**src/rtl/pipe_hazard_ctrl.sv**
```systemverilog
// -----------------------------------------------------------------------------
// pipe_hazard_ctrl
//
// Central sequencer for the pipeline registers of a 5-stage RISC-V core.
// Each pipeline register (PC, IF/ID, ID/EX, EX/MEM, MEM/WB) takes its load
// enable from this block. IF/ID and ID/EX also take a flush (clear-to-bubble)
// control from here.
//
// Hazards resolved, highest priority first:
//   1. halt         : ecall/ebreak reached WB. The core freezes until reset.
//   2. memory wait  : the MEM-stage data access has not been acknowledged.
//                     The whole pipe freezes. If the wait runs too long,
//                     mem_err is raised and the core halts.
//   3. branch flush : a taken branch/jump in EX squashes IF/ID and ID/EX.
//   4. load-use     : the instruction in ID needs the result of a load in EX.
//                     PC and IF/ID hold, and a bubble is inserted into ID/EX.
//
// Ports
//   clk              rising-edge clock
//   rst              asynchronous, active-low reset
//   id_rs1, id_rs2   source registers of the instruction in ID
//   ex_rd            destination register of the instruction in EX
//   ex_mem_read      instruction in EX is a load
//   ex_branch_taken  branch/jump in EX resolved taken
//   mem_req          MEM-stage data access pending
//   mem_ack          data memory completes the access this cycle
//   wb_halt          ecall/ebreak in WB
//   *_load           pipeline register load enables (combinational)
//   ifid_flush,
//   idex_flush       clear-to-bubble controls (combinational)
//   mem_err          sticky data-memory timeout flag (registered)
//   ctrl_state       0 RUN, 1 MEM_WAIT, 2 HALT (registered)
//   stall_count      saturating count of non-HALT cycles with pc_load = 0
// -----------------------------------------------------------------------------
module pipe_hazard_ctrl #(
  parameter int REG_ADDR_W  = 5,
  parameter int MEM_TIMEOUT = 15,
  parameter int CNT_W       = 16
) (
  input  logic                  clk,
  input  logic                  rst,
  input  logic [REG_ADDR_W-1:0] id_rs1,
  input  logic [REG_ADDR_W-1:0] id_rs2,
  input  logic [REG_ADDR_W-1:0] ex_rd,
  input  logic                  ex_mem_read,
  input  logic                  ex_branch_taken,
  input  logic                  mem_req,
  input  logic                  mem_ack,
  input  logic                  wb_halt,
  output logic                  pc_load,
  output logic                  ifid_load,
  output logic                  idex_load,
  output logic                  exmem_load,
  output logic                  memwb_load,
  output logic                  ifid_flush,
  output logic                  idex_flush,
  output logic                  mem_err,
  output logic [1:0]            ctrl_state,
  output logic [CNT_W-1:0]      stall_count
);

  // The wait counter has to be able to hold MEM_TIMEOUT itself.
  localparam int                WAIT_W     = $clog2(MEM_TIMEOUT + 1);
  localparam logic [WAIT_W-1:0] WAIT_LIMIT = WAIT_W'(MEM_TIMEOUT);
  localparam logic [WAIT_W-1:0] WAIT_ONE   = WAIT_W'(1);
  localparam logic [CNT_W-1:0]  CNT_ONE    = CNT_W'(1);

  typedef enum logic [1:0] {
    ST_RUN      = 2'd0,
    ST_MEM_WAIT = 2'd1,
    ST_HALT     = 2'd2
  } state_e;

  // All pipeline controls as one bundle. The field order runs from MSB to LSB.
  typedef struct packed {
    logic pc;
    logic ifid;
    logic idex;
    logic exmem;
    logic memwb;
    logic ifid_flush;
    logic idex_flush;
  } ctrl_t;

  localparam ctrl_t CTRL_FREEZE  = ctrl_t'(7'b00000_00);
  localparam ctrl_t CTRL_ADVANCE = ctrl_t'(7'b11111_00);

  // ---------------------------------------------------------------------------
  // State
  // ---------------------------------------------------------------------------
  state_e            state_q,   state_d;
  logic [WAIT_W-1:0] wait_q,    wait_d;
  logic              mem_err_q, mem_err_d;
  logic [CNT_W-1:0]  stall_q,   stall_d;

  // ---------------------------------------------------------------------------
  // Hazard decode
  // ---------------------------------------------------------------------------
  logic load_use;
  logic mem_wait;

  // x0 is hard-wired to zero. A load targeting it can never cause a hazard.
  assign load_use = ex_mem_read & (ex_rd != '0) &
                    ((ex_rd == id_rs1) | (ex_rd == id_rs2));
  assign mem_wait = mem_req & ~mem_ack;

  // Controls for a cycle in which the pipe is free to move. Used from RUN,
  // and from MEM_WAIT on the cycle the acknowledge arrives. A taken branch
  // wins over load-use because the dependent instruction in ID is squashed
  // anyway. Stalling for it would only waste a cycle.
  function automatic ctrl_t issue_ctrl(input logic branch, input logic lu);
    ctrl_t c;
    c = CTRL_ADVANCE;
    if (branch) begin
      c.ifid_flush = 1'b1;
      c.idex_flush = 1'b1;
    end else if (lu) begin
      // Hold PC and IF/ID so the dependent instruction is re-decoded.
      // Let ID/EX load a bubble so the load moves ahead on its own.
      c.pc         = 1'b0;
      c.ifid       = 1'b0;
      c.idex_flush = 1'b1;
    end
    return c;
  endfunction

  // ---------------------------------------------------------------------------
  // Next-state and control decode
  // ---------------------------------------------------------------------------
  ctrl_t ctrl_raw;

  always_comb begin
    // NOTE: every signal written here gets a value before any branch.
    // Any path that skipped one would make synthesis infer a latch.
    ctrl_raw  = CTRL_FREEZE;
    state_d   = state_q;
    wait_d    = wait_q;
    mem_err_d = mem_err_q;

    unique case (state_q)
      ST_RUN: begin
        if (wb_halt) begin
          state_d = ST_HALT;
        end else if (mem_wait) begin
          // The first stalled cycle happens here, so counting starts at 1.
          state_d = ST_MEM_WAIT;
          wait_d  = WAIT_ONE;
        end else begin
          ctrl_raw = issue_ctrl(ex_branch_taken, load_use);
        end
      end

      ST_MEM_WAIT: begin
        if (wb_halt) begin
          state_d = ST_HALT;
        end else if (mem_ack) begin
          ctrl_raw = issue_ctrl(ex_branch_taken, load_use);
          state_d  = ST_RUN;
          wait_d   = '0;
        end else if (wait_q == WAIT_LIMIT) begin
          state_d   = ST_HALT;
          mem_err_d = 1'b1;
        end else begin
          wait_d = wait_q + WAIT_ONE;
        end
      end

      ST_HALT: begin
        // Only reset leaves HALT. All controls stay frozen.
      end

      default: begin
        // Unreachable encoding. Recover to RUN with the pipe frozen.
        state_d = ST_RUN;
      end
    endcase
  end

  // Count every non-HALT cycle in which the front end does not advance.
  // The count saturates instead of wrapping.
  always_comb begin
    stall_d = stall_q;
    if (!ctrl_raw.pc && (state_q != ST_HALT) && (stall_q != '1)) begin
      stall_d = stall_q + CNT_ONE;
    end
  end

  // ---------------------------------------------------------------------------
  // Registers
  // ---------------------------------------------------------------------------
  always_ff @(posedge clk or negedge rst) begin
    if (!rst) begin
      state_q   <= ST_RUN;
      wait_q    <= '0;
      mem_err_q <= 1'b0;
      stall_q   <= '0;
    end else begin
      // NOTE: use non-blocking assignments for state. All registers then
      // update together at the edge, whatever order the statements are in.
      state_q   <= state_d;
      wait_q    <= wait_d;
      mem_err_q <= mem_err_d;
      stall_q   <= stall_d;
    end
  end

  // ---------------------------------------------------------------------------
  // Outputs
  // ---------------------------------------------------------------------------
  // Reset also gates the combinational controls. While reset is held, no
  // pipeline register can load, whatever the hazard inputs are.
  ctrl_t ctrl_out;
  assign ctrl_out = rst ? ctrl_raw : CTRL_FREEZE;

  assign pc_load     = ctrl_out.pc;
  assign ifid_load   = ctrl_out.ifid;
  assign idex_load   = ctrl_out.idex;
  assign exmem_load  = ctrl_out.exmem;
  assign memwb_load  = ctrl_out.memwb;
  assign ifid_flush  = ctrl_out.ifid_flush;
  assign idex_flush  = ctrl_out.idex_flush;

  assign mem_err     = mem_err_q;
  assign ctrl_state  = state_q;
  assign stall_count = stall_q;

endmodule

```
**config.mk**
```make
export PLATFORM = sky130hd
export DESIGN_NAME = pipe_hazard_ctrl
export DESIGN_NICKNAME = d
export VERILOG_FILES = /design/src/rtl/pipe_hazard_ctrl.sv
export SDC_FILE = /design/constraint.sdc
export NUM_CORES = 1
export LEC_CHECK = 0
export BUFFER_PORTS_ARGS = -buffer_cell sky130_fd_sc_hd__buf_2
export CAP_MARGIN = 20
export CORE_MARGIN = 8
export CORE_UTILIZATION = 49
export CTS_CLUSTER_DIAMETER = 60
export DETAILED_ROUTE_END_ITERATION = 6
export GPL_ROUTABILITY_DRIVEN = 0
export GPL_TIMING_DRIVEN = 0
export PLACE_DENSITY = 0.89
export SETUP_SLACK_MARGIN = 0.1
export SLEW_MARGIN = 25
export SYNTH_ARGS = -nofsm -noshare
export SYNTH_HDL_FRONTEND = slang
export SYNTH_SLANG_ARGS = --single-unit
```
**constraint.sdc**
```tcl
create_clock -name clk -period 2.79 [get_ports clk]
set_clock_uncertainty 0.15 [all_clocks]
set_input_delay 0.558 -clock clk [delete_from_list [all_inputs] [get_ports clk]]
set_output_delay 0.558 -clock clk [all_outputs]
set_load 0.01 [all_outputs]
```
Word-level counts from Yosys, hierarchy flattened
Cells that the tools add are included.
{"block": "classes", "addsub": 2, "n_eq_ne": 13, "n_mux": 23, "bitwise": 7, "n_reduce_logical": 9}
{"cell": "$mux W7", "count": 5}
{"cell": "$mux W4", "count": 5}
{"cell": "$add A16 B1 Y16 const B", "count": 1}
{"cell": "$ne A16 B16 Y1 const B", "count": 1}
{"cell": "$mux W2", "count": 7}
{"cell": "$pmux W7 S2", "count": 1}
{"cell": "$eq A5 B5 Y1", "count": 2}
{"cell": "$ne A2 B2 Y1 const B", "count": 4}
{"cell": "$pmux W4 S2", "count": 1}
{"cell": "$ne A3 B3 Y1 const B", "count": 2}
{"cell": "$pmux W2 S3", "count": 1}
{"cell": "$reduce_and A5 Y1", "count": 1}
{"cell": "$reduce_bool A5 Y1", "count": 1}
{"cell": "$add A4 B1 Y4 const B", "count": 1}
{"cell": "$eq A4 B4 Y1 const B", "count": 1}
{"cell": "$ne A4 B4 Y1 const B", "count": 1}
{"cell": "$reduce_and A4 Y1", "count": 1}
{"cell": "$and A1 B1 Y1", "count": 3}
{"cell": "$mux W1", "count": 3}
{"cell": "$not A1 Y1", "count": 3}
{"cell": "$reduce_and A3 Y1", "count": 1}
{"cell": "$eq A2 B1 Y1 const B", "count": 1}
{"cell": "$eq A2 B2 Y1 const B", "count": 1}
{"cell": "$logic_and A1 B1 Y1", "count": 2}
{"cell": "other kinds (4)", "count": 4}
{"block": "word_totals", "register_bits": 23, "output_inout_bits": 26}

Longest topological paths before layout
Gate-level depths: netlist (run 1).
{"block": "depth", "ltp_word": 11, "depth_mapped": 7, "ltp_nobuf": 7}

Least setup slack after synthesis (run 1)
OpenSTA, ideal clock, no wires.
{"block": "synth_path", "path_kind": "input-to-output", "start": "input ex_rd[1]", "end": "output pc_load", "arrival_time_ps": 2018, "slack_ps": 64, "stages": 5, "path_buffers": 1, "path_cell_list": "or4_1 > o21ai_2 > and2b_2 > a21boi_0 > buf_4"}
{"block": "synth_via", "elab_chain_cells": 9}
{"element": "from (decl)", "line_no": "44", "rtl": "input logic [REG_ADDR_W-1:0] ex_rd,"}
{"element": "$eq A5 B5 Y1 or $reduce_bool A5 Y1 (tied branches)", "line_no": "104, 103"}
{"element": "$or A1 B1 Y1 or $and A1 B1 Y1 (tied branches)", "line_no": "104, 103"}
{"element": "$and A1 B1 Y1 *", "line_no": "103", "rtl": "assign load_use = ex_mem_read & (ex_rd != '0) &"}
{"element": "$mux W2 *", "line_no": "117", "rtl": "end else if (lu) begin"}
{"element": "$mux W2 *", "line_no": "114", "rtl": "if (branch) begin"}
{"element": "$mux W7 (on tied branches)", "line_no": "156, 144"}
{"element": "$mux W7 (on tied branches)", "line_no": "154, 142"}
{"element": "$pmux W7 S2 *", "line_no": "140", "rtl": "unique case (state_q)"}
{"element": "$mux W7 *", "line_no": "213", "rtl": "assign ctrl_out = rst ? ctrl_raw : CTRL_FREEZE;"}
{"element": "to (decl)", "line_no": "50", "rtl": "output logic pc_load,"}
Mark *: on every way between the ends. The rest lies on a longest branch, timed or not.

Final worst setup path (run 1)
Ends and elaborated chain as after synthesis.

==> impl_metrics.csv, run 1 <==
group,metric,value,unit
worst_setup_path,cp_max_fo,3,
synthesis,ys_ff_latch,23,
synthesis,synth_edf_count,0,
worst_setup_path,arrival,1.97,ns
layout,final_cells,227,
layout,multiInputGateArea,787,um2
layout,num-fill-cells,226,
pwr,p_int,0.726,mW
timing,setup_viol,0,
clock_network,clk_pin_slew,0.12,ns
floorplan,die_h,69.4,um
layout,area_growth,23.3,%
pwr,p_switching,0.519,mW
clock_network,ctsHoldBuffers,0,
synthesis,synth_top_area_share,41.3,%
synthesis,ys_types,41,
placement,post-place-cells,221,
synthesis,async_flop_share,100,%
timing,slew_viol_final,0,
clock_network,clkLatencyLatePin,0.30,ns
timing,rsz0062_at_grt,"no",
synthesis,synth_compound_area_share,11.7,%
synthesis,synth_area_per_cell,9.76,um2
synthesis,synth_fa_ha_area_share,1.79,%
worst_setup_path,cp.required,2.08,ns
placement,place_area,1670,um2
floorplan,initial_core_util,51.0,%
synthesis,netlist_top_cells_area,"dfrtp_1, xor2_1, xnor2_1",
clock_network,htree_levels,1,
clock_network,cts_buffers,3,
timing,max_freq,373,MHz
layout,final_nets,221,
layout,final_area,1720,um2
worst_setup_path,critPathCaptureType,"primary output",
timing,fin_crit_sh,96.1,%
layout,regArea,577,um2
global_route,grt_pass1_vias,1211,
floorplan,core_area,2730,um2
synthesis,synthCells,143,
synthesis,synth_area,1400,um2
pwr,power_density,724,nW/um2
clock_network,tritoncts,"built",
layout,antennaDiodeCount,0,
synthesis,synth_top_family_by_area,"simple AND/OR/NAND/NOR gates",
routing,avgRoutedWirePerCell,14.6,um
floorplan,dieWidth,69.4,um
pwr,comb_power_share,40.7,%
synthesis,synthFlopType,"dfrtp_1",
routing,ant_nets,0,
routing,wl,3320,um
worst_setup_path,worstReg2RegEnd,"wait_q[3]",
pwr,peakVddDrop,0.543,mV
run_status,outcome,"finished, final reports clean",
pwr,p_seq_share,47.0,%
pwr,switching_share,41.7,%
synthesis,synthSimpleGateAreaFrac,24.8,%
placement,numPortBuffers,47,
hold_path,hold_path.class,"in -> async",
routing,drtPass1Iterations,4,
routing,drt_iter0_markers,66,
global_route,antenna_found_initial,0,
routing,num_vias,1230,
global_route,grt_max_degree,25,
timing,relSlewSlack,53.5,%
global_route,grt_overflow_total,0,
synthesis,synth_top_area_cell,"dfrtp_1",
placement,hpwl,2540,um
timing,finalCriticalPeriod,2.68,ns
floorplan,die-area,4810,um2
layout,drive_gt1_share,35.2,%
worst_setup_path,r2r_setup_slack,0.60,ns
global_route,grt_pass1_wl,5480,um
pwr,clockPowerShare,12.2,%
worst_setup_path,crit_type,"in -> out",
synthesis,ys.warnings.count,0,
run,cap_viol_max_count,0,
floorplan,io_pins,48,
worst_setup_path,start_kind,"input port",
synthesis,syn-num-nets,167,
synthesis,ys_seq_area_share,41.3,%
timing,hold_viol,0,
worst_setup_path,reg2reg_from,"wait_q[0]",
floorplan,rows,19,
clock_network,cts_root_buf,"clkbuf_4",
clock_network,cts_sinks,23,
worst_setup_path,reg2reg_depth,7,
routing,viasPerCell,5.42,
timing,fin_tns_setup,0,ns
timing,worst_pin_slew,0.692,ns
clock_network,clockBufferDepth,2,
global_route,grt_usage,13.0,%
synthesis,synth_mux_area_share,1.08,%
routing,drc,0,
pwr,total_leakage_power,0.787,nW
synthesis,synth-xor-area-share,16.3,%
==> sequential cells by signal (all words and copies together), names as in the netlist <==
| register | count |
|---|---|
| stall_count | 16 |
| wait_q | 4 |
| ctrl_state | 2 |
| mem_err | 1 |
==> layer usage <==
layer,global-route usage [%],wire (um)
met1,14.7,1400
met2,23.3,1730
met3,4.72,160
met4,1.59,29
met5,0,0
==> synth_stat cells, types with 2 or more instances <==
cell type and n:
dfrtp_1 23, xor2_1 15, nor2_1 11, xnor2_1 11
nand2_1 10, nor3_1 9, nand3_1 8, nand4_1 6
a21oi_1 5, inv_1 5, buf_4 3, nand2b_1 3
nor4_1 3, and3_1 2, ha_1 2, o31ai_1 2
==> kinds of logic after synthesis <==
| family | Yosys count |
|---|---|
| flip-flops | 23 |
| adder cells (fa/ha/maj) | 2 |
| AND/OR/NAND/NOR | 64 |
| multiplexers | 1 |
| buffers and inverters | 8 |
| AO/OA/AOI/OAI | 19 |
| XOR/XNOR | 26 |
==> how the worst max path moves through the flow <==
| stage | from | to | slack [ns] | cells after the start |
|---|---|---|---|---|
| 2_1_floorplan | ex_rd[1] | pc_load | 0.18 | 5 |
| 3_3_place_gp | ex_rd[1] | pc_load | 0.06 | 7 |
| 3_5_place_dp | ex_rd[1] | pc_load | 0.05 | 7 |
| 4_1_cts | ex_rd[1] | pc_load | 0.10 | 7 |
| 5_1_grt | ex_rd[1] | pc_load | 0.07 | 7 |
| 6_report | ex_rd[1] | pc_load | 0.11 | 7 |
==> critical path: stages <==
cell	delay (ns)
buf_2	0.13
or4_4	0.53
o21ai_2	0.15
and2b_2	0.25
a21boi_2	0.13
buf_4	0.11
buf_2	0.11
==> cell usage in the layout (no fill, tap or decap), types with 2 or more instances in the layout <==
cell type,synthesis,final
clkbuf_4,0,3
nor4_1,3,3
xnor2_1,11,11
a21oi_1,5,5
nor3_1,9,9
inv_1,5,5
xor2_1,15,15
buf_2,0,47
ha_1,2,2
dfrtp_1,23,22
nand2_1,10,10
nand4_1,6,6
buf_4,3,5
nand2b_1,3,3
o31ai_1,2,2
nor2_1,11,11
nand3_1,8,8
==> power groups by stage <==
stage | sequential [mW] | clock (mW) | combinational [mW]
2_1_floorplan | 0.605 | 0 | 0.282
3_3_place_gp | 0.581 | 0 | 0.493
3_5_place_dp | 0.588 | 0 | 0.510
4_1_cts | 0.583 | 0.156 | 0.512
5_1_grt | 0.599 | 0.168 | 0.566
6_report | 0.586 | 0.152 | 0.507
==> cell type report <==
type                    count  area share [%]
plain buffers               3            1.31
repair buffers             49            14.5
multi-input cells         112            45.7
flip-flops and latches     23            33.5
well taps                  31            2.25
inverters                   5            1.09
clock buffers               4            1.53
==> through the flow <==
stage | utilization (%) | power [mW] | hold slack, ns | setup slack, ns
after floorplan | - | 0.888 | 0.112 | 0.179
after global placement | 61.1 | 1.07 | 0.304 | 0.0625
after detailed placement | 61.1 | 1.10 | 0.307 | 0.0549
after CTS | 62.6 | 1.25 | 0.0667 | 0.100
after global routing | 62.9 | 1.33 | 0.0787 | 0.0692
final | 62.9 | 1.24 | 0.0586 | 0.110
==> what timing repair did <==
item | CTS | global route
gates resized for setup | 2 | 2
pin swaps | 1 | 2
endpoints found under the setup margin | 1 | 1
setup buffers | 1 | 1
Power figures use the tool's default switching activity.
==> run 2: changes to the inputs <==
- CORE_UTILIZATION: 49 -> 50
- HOLD_SLACK_MARGIN: unset -> 0.02
- PLACE_DENSITY: 0.89 -> 0.91
- clock period: 2.79 -> 3.4 ns (I/O delays scaled with it)
==> run 2 against run 1 <==
Power decreased by 18%; highest routed layer unchanged; die area down 1.6%; hold slack gained 0.11 ns; sequential power decreased by 19%; largest power group unchanged.
==> impl_metrics.csv, run 2 (same netlist as run 1, synthesis figures left out) <==
group,metric,value,unit
run_status,outcome,"finished, final reports clean",
timing,slew_viol_final,0,
layout,drive_gt1_share,32.5,%
timing,hold_viol,0,
worst_setup_path,r2r_setup_slack,1.16,ns
layout,largest_reg_flops,16,
worst_setup_path,slowest_delay,0.53,ns
floorplan,io_pins,48,
pwr,comb_power_share,40.8,%
clock_network,clk_pin_slew,0.13,ns
global_route,grt_overflow_total,0,
global_route,grt_max_degree,25,
timing,fin_tns_setup,0,ns
pwr,clockPowerShare,12.5,%
routing,drc,0,
timing,finalCriticalPeriod,3.06,ns
timing,fin_crit_sh,90.0,%
worst_setup_path,reg2reg_depth,7,
floorplan,die_h,68.8,um
routing,drt_iter0_markers,104,
worst_setup_path,worstReg2RegEnd,"wait_q[3]",
timing,setup_viol,0,
timing,setup_slack,0.341,ns
placement,numPortBuffers,47,
floorplan,initial_core_util,51.5,%
global_route,grt_pass1_vias,1177,
clock_network,tritoncts,"built",
worst_setup_path,cp.required,2.57,ns
routing,viasPerCell,5.42,
pwr,switching_share,41.7,%
timing,worst_pin_slew,0.701,ns
worst_setup_path,arrival,2.23,ns
layout,final_common_cell,"buf_2",
clock_network,clockBufferDepth,2,
routing,ant_nets,0,
timing,relSlewSlack,52.9,%
clock_network,cts_buffers,3,
floorplan,core_area,2710,um2
clock_network,cts_root_buf,"clkbuf_4",
run,cap_viol_max_count,0,
clock_network,clkLatencyLatePin,0.31,ns
routing,avgRoutedWirePerCell,14.5,um
layout,antennaDiodeCount,0,
pwr,p_int,0.594,mW
worst_setup_path,cp_max_fo,3,
floorplan,dieWidth,68.8,um
global_route,grt_usage,13.5,%
layout,final_nets,219,
clock_network,cts_sinks,23,
worst_setup_path,crit_type,"in -> out",
worst_setup_path,start_kind,"input port",
clock_network,htree_levels,1,
global_route,antenna_found_initial,0,
routing,num_vias,1220,
layout,layout_common_cells,"buf_2, dfrtp_1, xor2_1",
pwr,peakVddDrop,0.500,mV
floorplan,rows,19,
timing,rsz0062_at_grt,"no",
pwr,p_switching,0.424,mW
floorplan,die-area,4740,um2
routing,drtPass1Iterations,4,
hold_path,hold_path.class,"in -> async",
placement,dpl_worst_slack,0.345,ns
pwr,power_density,600,nW/um2
worst_setup_path,crit_top_cell,"buf_2",
worst_setup_path,slowest_stage,"or4_1",
worst_setup_path,reg2reg_from,"wait_q[0]",
clock_network,cts_resized,0,
timing,max_freq,327,MHz
global_route,grt_pass1_wl,5040,um
placement,hpwl,2610,um
clock_network,cts_setup_buffers,0,
pwr,p_seq_share,46.7,%
clock_network,ctsHoldBuffers,0,
worst_setup_path,cp_num_buf_inv,3,
worst_setup_path,crit_family,"simple AND/OR/NAND/NOR gates",
worst_setup_path,crit_chain,"buf_2 -> or4_1 -> o21ai_2 -> and2b_2 -> a21boi_0 -> buf_4 -> buf_2",
worst_setup_path,critPathCaptureType,"primary output",
timing,hold_ws,0.165,ns
routing,wl,3270,um
layout,area_growth,21.5,%
pwr,total_leakage_power,0.776,nW
-- run 2: cell count changes in the layout (fill, tap and decap cells not counted), sizes merged --
cell  previous run  this run
buf             52        50
-- run 2: metrics by stage --
step                std cells  power [mW]  util [%]  instance area (um2)
floorplan                 143       0.728         -                 1400
global placement          221       0.881      61.6                 1670
detailed placement        221       0.899      61.6                 1670
CTS                       225        1.03      62.6                 1700
global route              225        1.09      62.6                 1700
finish                    225        1.02      62.6                 1700
-- run 2: worst max path at each step --
stage	from	end	slack, ns	cells after the start
global route	ex_rd[1]	pc_load	0.22	7
global placement	ex_rd[1]	pc_load	0.35	7
floorplan	ex_rd[1]	pc_load	0.43	5
detailed placement	ex_rd[1]	pc_load	0.35	7
CTS	ex_rd[1]	pc_load	0.34	7
finish	ex_rd[1]	pc_load	0.34	7
-- run 2: cell type report --
cell class                 instances  area [um2]
clock buffer                       4        26.3
timing repair buffer              47         235
buffer                             3        22.5
fill                             233        1010
multi-input combinational        112         778
sequential                        23         576
inverter                           5        18.8
tap                               31        38.8
-- run 2: power by group through the flow --
stage          registers [mW]  logic (mW)  clock network [mW]
2_1_floorplan           0.497       0.232                   0
3_3_place_gp            0.475       0.406                   0
5_1_grt                 0.491       0.456               0.140
4_1_cts                 0.476       0.420               0.129
3_5_place_dp            0.480       0.419                   0
6_report                0.475       0.415               0.127
-- run 2: layer usage --
layer / vias up / GRT usage (%) / wire, um
li1: 602 / - / -
met1: 582 / 16.2 / 1350
met2: 34 / 23.8 / 1690
met3: 2 / 4.68 / 213
met4: 0 / 0.752 / 14
met5: - / 0 / 0
-- run 2: worst register-to-register path: cells and delay by family (launching register included) --
| kind | cells | cell delay [ns] |
|---|---|---|
| simple gates | 3 | 0.94 |
| compound gates | 2 | 0.22 |
| fa+ha+maj | 1 | 0.25 |
| xor+xnor | 1 | 0.18 |
| flops | 1 | 0.44 |
==> run 3: changes to the inputs <==
- ABC_CLOCK_PERIOD_IN_PS: unset -> 2550
- CORE_MARGIN: 8 -> unset
- CORE_UTILIZATION: 50 -> 45
- PLACE_DENSITY: 0.91 -> 0.87
- clock period: 3.4 -> 2.55 ns (I/O delays scaled with it)
==> run 3 against run 2 <==
The flow now finishes with violations (design-rule violations, negative setup slack); global-route usage increased by 7.5 points; power rose by 35%; cell area rose by 4.4%; routed wire length barely moved; clock-buffer cell count is the same; critical path type unchanged; highest routed layer unchanged.
==> impl_metrics.csv, run 3 (same netlist as run 1, synthesis figures left out) <==
group,metric,value,unit
worst_setup_path,worstReg2RegEnd,"stall_count[1]",
worst_setup_path,reg2reg_depth,6,
floorplan,core_area,2850,um2
pwr,p_seq_share,46.2,%
worst_setup_path,arrival,1.90,ns
clock_network,cts_sinks,23,
clock_network,tritoncts,"built",
timing,setup_viol,1,
floorplan,die_h,57.7,um
worst_setup_path,crit_chain,"buf_8 -> or4_4 -> o21ai_4 -> and2b_2 -> a21boi_2 -> buf_4 -> buf_6",
pwr,peakVddDrop,0.583,mV
global_route,antenna_found_initial,0,
timing,fin_crit_sh,101,%
floorplan,io_pins,48,
pwr,p_switching,0.575,mW
routing,drt_iter0_markers,42,
routing,num_vias,1278,
floorplan,initial_core_util,48.9,%
placement,hpwl,2300,um
pwr,switching_share,41.8,%
run_status,violations,"design-rule violations, negative setup slack",
timing,relSlewSlack,52.4,%
placement,dpl_worst_slack,-0.0767,ns
routing,avgRoutedWirePerCell,14.3,um
worst_setup_path,start_kind,"input port",
layout,area_growth,26.8,%
timing,max_freq,390,MHz
placement,numPortBuffers,47,
floorplan,dieWidth,57.7,um
worst_setup_path,cp_max_fo,2,
global_route,grt_max_degree,24,
timing,rsz0062_at_grt,"yes",
timing,hold_viol,0,
worst_setup_path,critPathCaptureType,"primary output",
worst_setup_path,crit_type,"in -> out",
global_route,grt_pass1_vias,1166,
pwr,clockPowerShare,12.7,%
floorplan,rows,19,
timing,fin_tns_setup,-0.0139,ns
routing,viasPerCell,5.58,
clock_network,clockBufferDepth,2,
routing,ant_nets,0,
worst_setup_path,r2r_setup_slack,0.33,ns
clock_network,htree_levels,1,
pwr,power_density,777,nW/um2
worst_setup_path,reg2reg_from,"stall_count[0]",
worst_setup_path,slowest_stage,"or4_4",
pwr,comb_power_share,41.1,%
global_route,grt_overflow_total,0,
layout,largest_reg_flops,16,
routing,wl,3270,um
worst_setup_path,crit_start,"ex_rd[4]",
timing,slew_viol_final,0,
layout,final_nets,223,
global_route,grt_pass1_wl,5360,um
worst_setup_path,cp.required,1.89,ns
worst_setup_path,slowest_delay,0.54,ns
routing,met1Wirelength,1380,um
run,cap_viol_max_count,0,
clock_network,cts_buffers,3,
pwr,p_int,0.801,mW
clock_network,clkLatencyLatePin,0.32,ns
layout,final_common_cell,"buf_2",
layout,drive_gt1_share,35.9,%
layout,fin_util,62.0,%
routing,drc,2,
global_route,grt_usage,21.0,%
clock_network,clk_pin_slew,0.13,ns
hold_path,hold_path.class,"in -> async",
pwr,total_leakage_power,0.804,nW
routing,wl_met3,161,um
routing,route.met2.wl,1680,um
timing,finalCriticalPeriod,2.56,ns
layout,layout_common_cells,"buf_2, dfrtp_1, xor2_1",
clock_network,cts_root_buf,"clkbuf_4",
layout,antennaDiodeCount,0,
timing,worst_pin_slew,0.709,ns
routing,highest_layer,"met4",
timing,setup_slack,-0.0139,ns
floorplan,die-area,3330,um2
timing,hold_ws,0.100,ns
routing,drtPass1Iterations,6,
run_status,outcome,"finished, violations left",
-- run 3: cell type report --
| cell class | instances | area (um2) |
|---|---|---|
| timing repair buffer | 51 | 292 |
| sequential | 23 | 577 |
| tap | 31 | 38.8 |
| inverter | 5 | 18.8 |
| multi-input combinational | 112 | 795 |
| buffer | 3 | 22.5 |
| fill | 250 | 1080 |
| clock buffer | 4 | 26.3 |
-- run 3: worst max-delay path: cells and delay by family --
family / cells / cell delay [ns]
compound gates: 2 / 0.30
buf+inv: 3 / 0.32
simple gates: 2 / 0.78
-- run 3: what timing repair did --
action / in CTS / in global routing
gates resized for setup: 10 / 1
hold endpoints to repair: 23 / 0
buffers inserted: 3 / 0
cloned: 0 / 0
pin swaps: 4 / 3
hold buffers: 1 / 0
setup endpoints to repair: 4 / 3
-- run 3: worst max path at each step --
stage,slack [ns],endpoint
after floorplan,0.12,pc_load
after global routing,-0.05,pc_load
after detailed placement,-0.08,pc_load
final,-0.01,pc_load
after global placement,-0.06,pc_load
after CTS,0.02,pc_load
-- run 3: layer usage --
layer	global-route usage [%]	vias to the layer above
met3	4.91	6
met2	37.0	47
met4	5.78	0
met1	25.8	611
met5	0	-
li1	-	614
-- run 3: power groups by stage --
stage,Sequential (mW),Clock [mW],Combinational [mW]
final,0.635,0.175,0.566
after CTS,0.631,0.179,0.568
after global placement,0.634,0,0.531
after global routing,0.655,0.199,0.617
after floorplan,0.662,0,0.310
after detailed placement,0.636,0,0.553
-- run 3: stage by stage --
step,area (um2),std cells,total power [mW]
floorplan,1400,143,0.972
global placement,1670,221,1.16
detailed placement,1670,221,1.19
CTS,1770,229,1.38
global route,1770,229,1.47
finish,1770,229,1.38
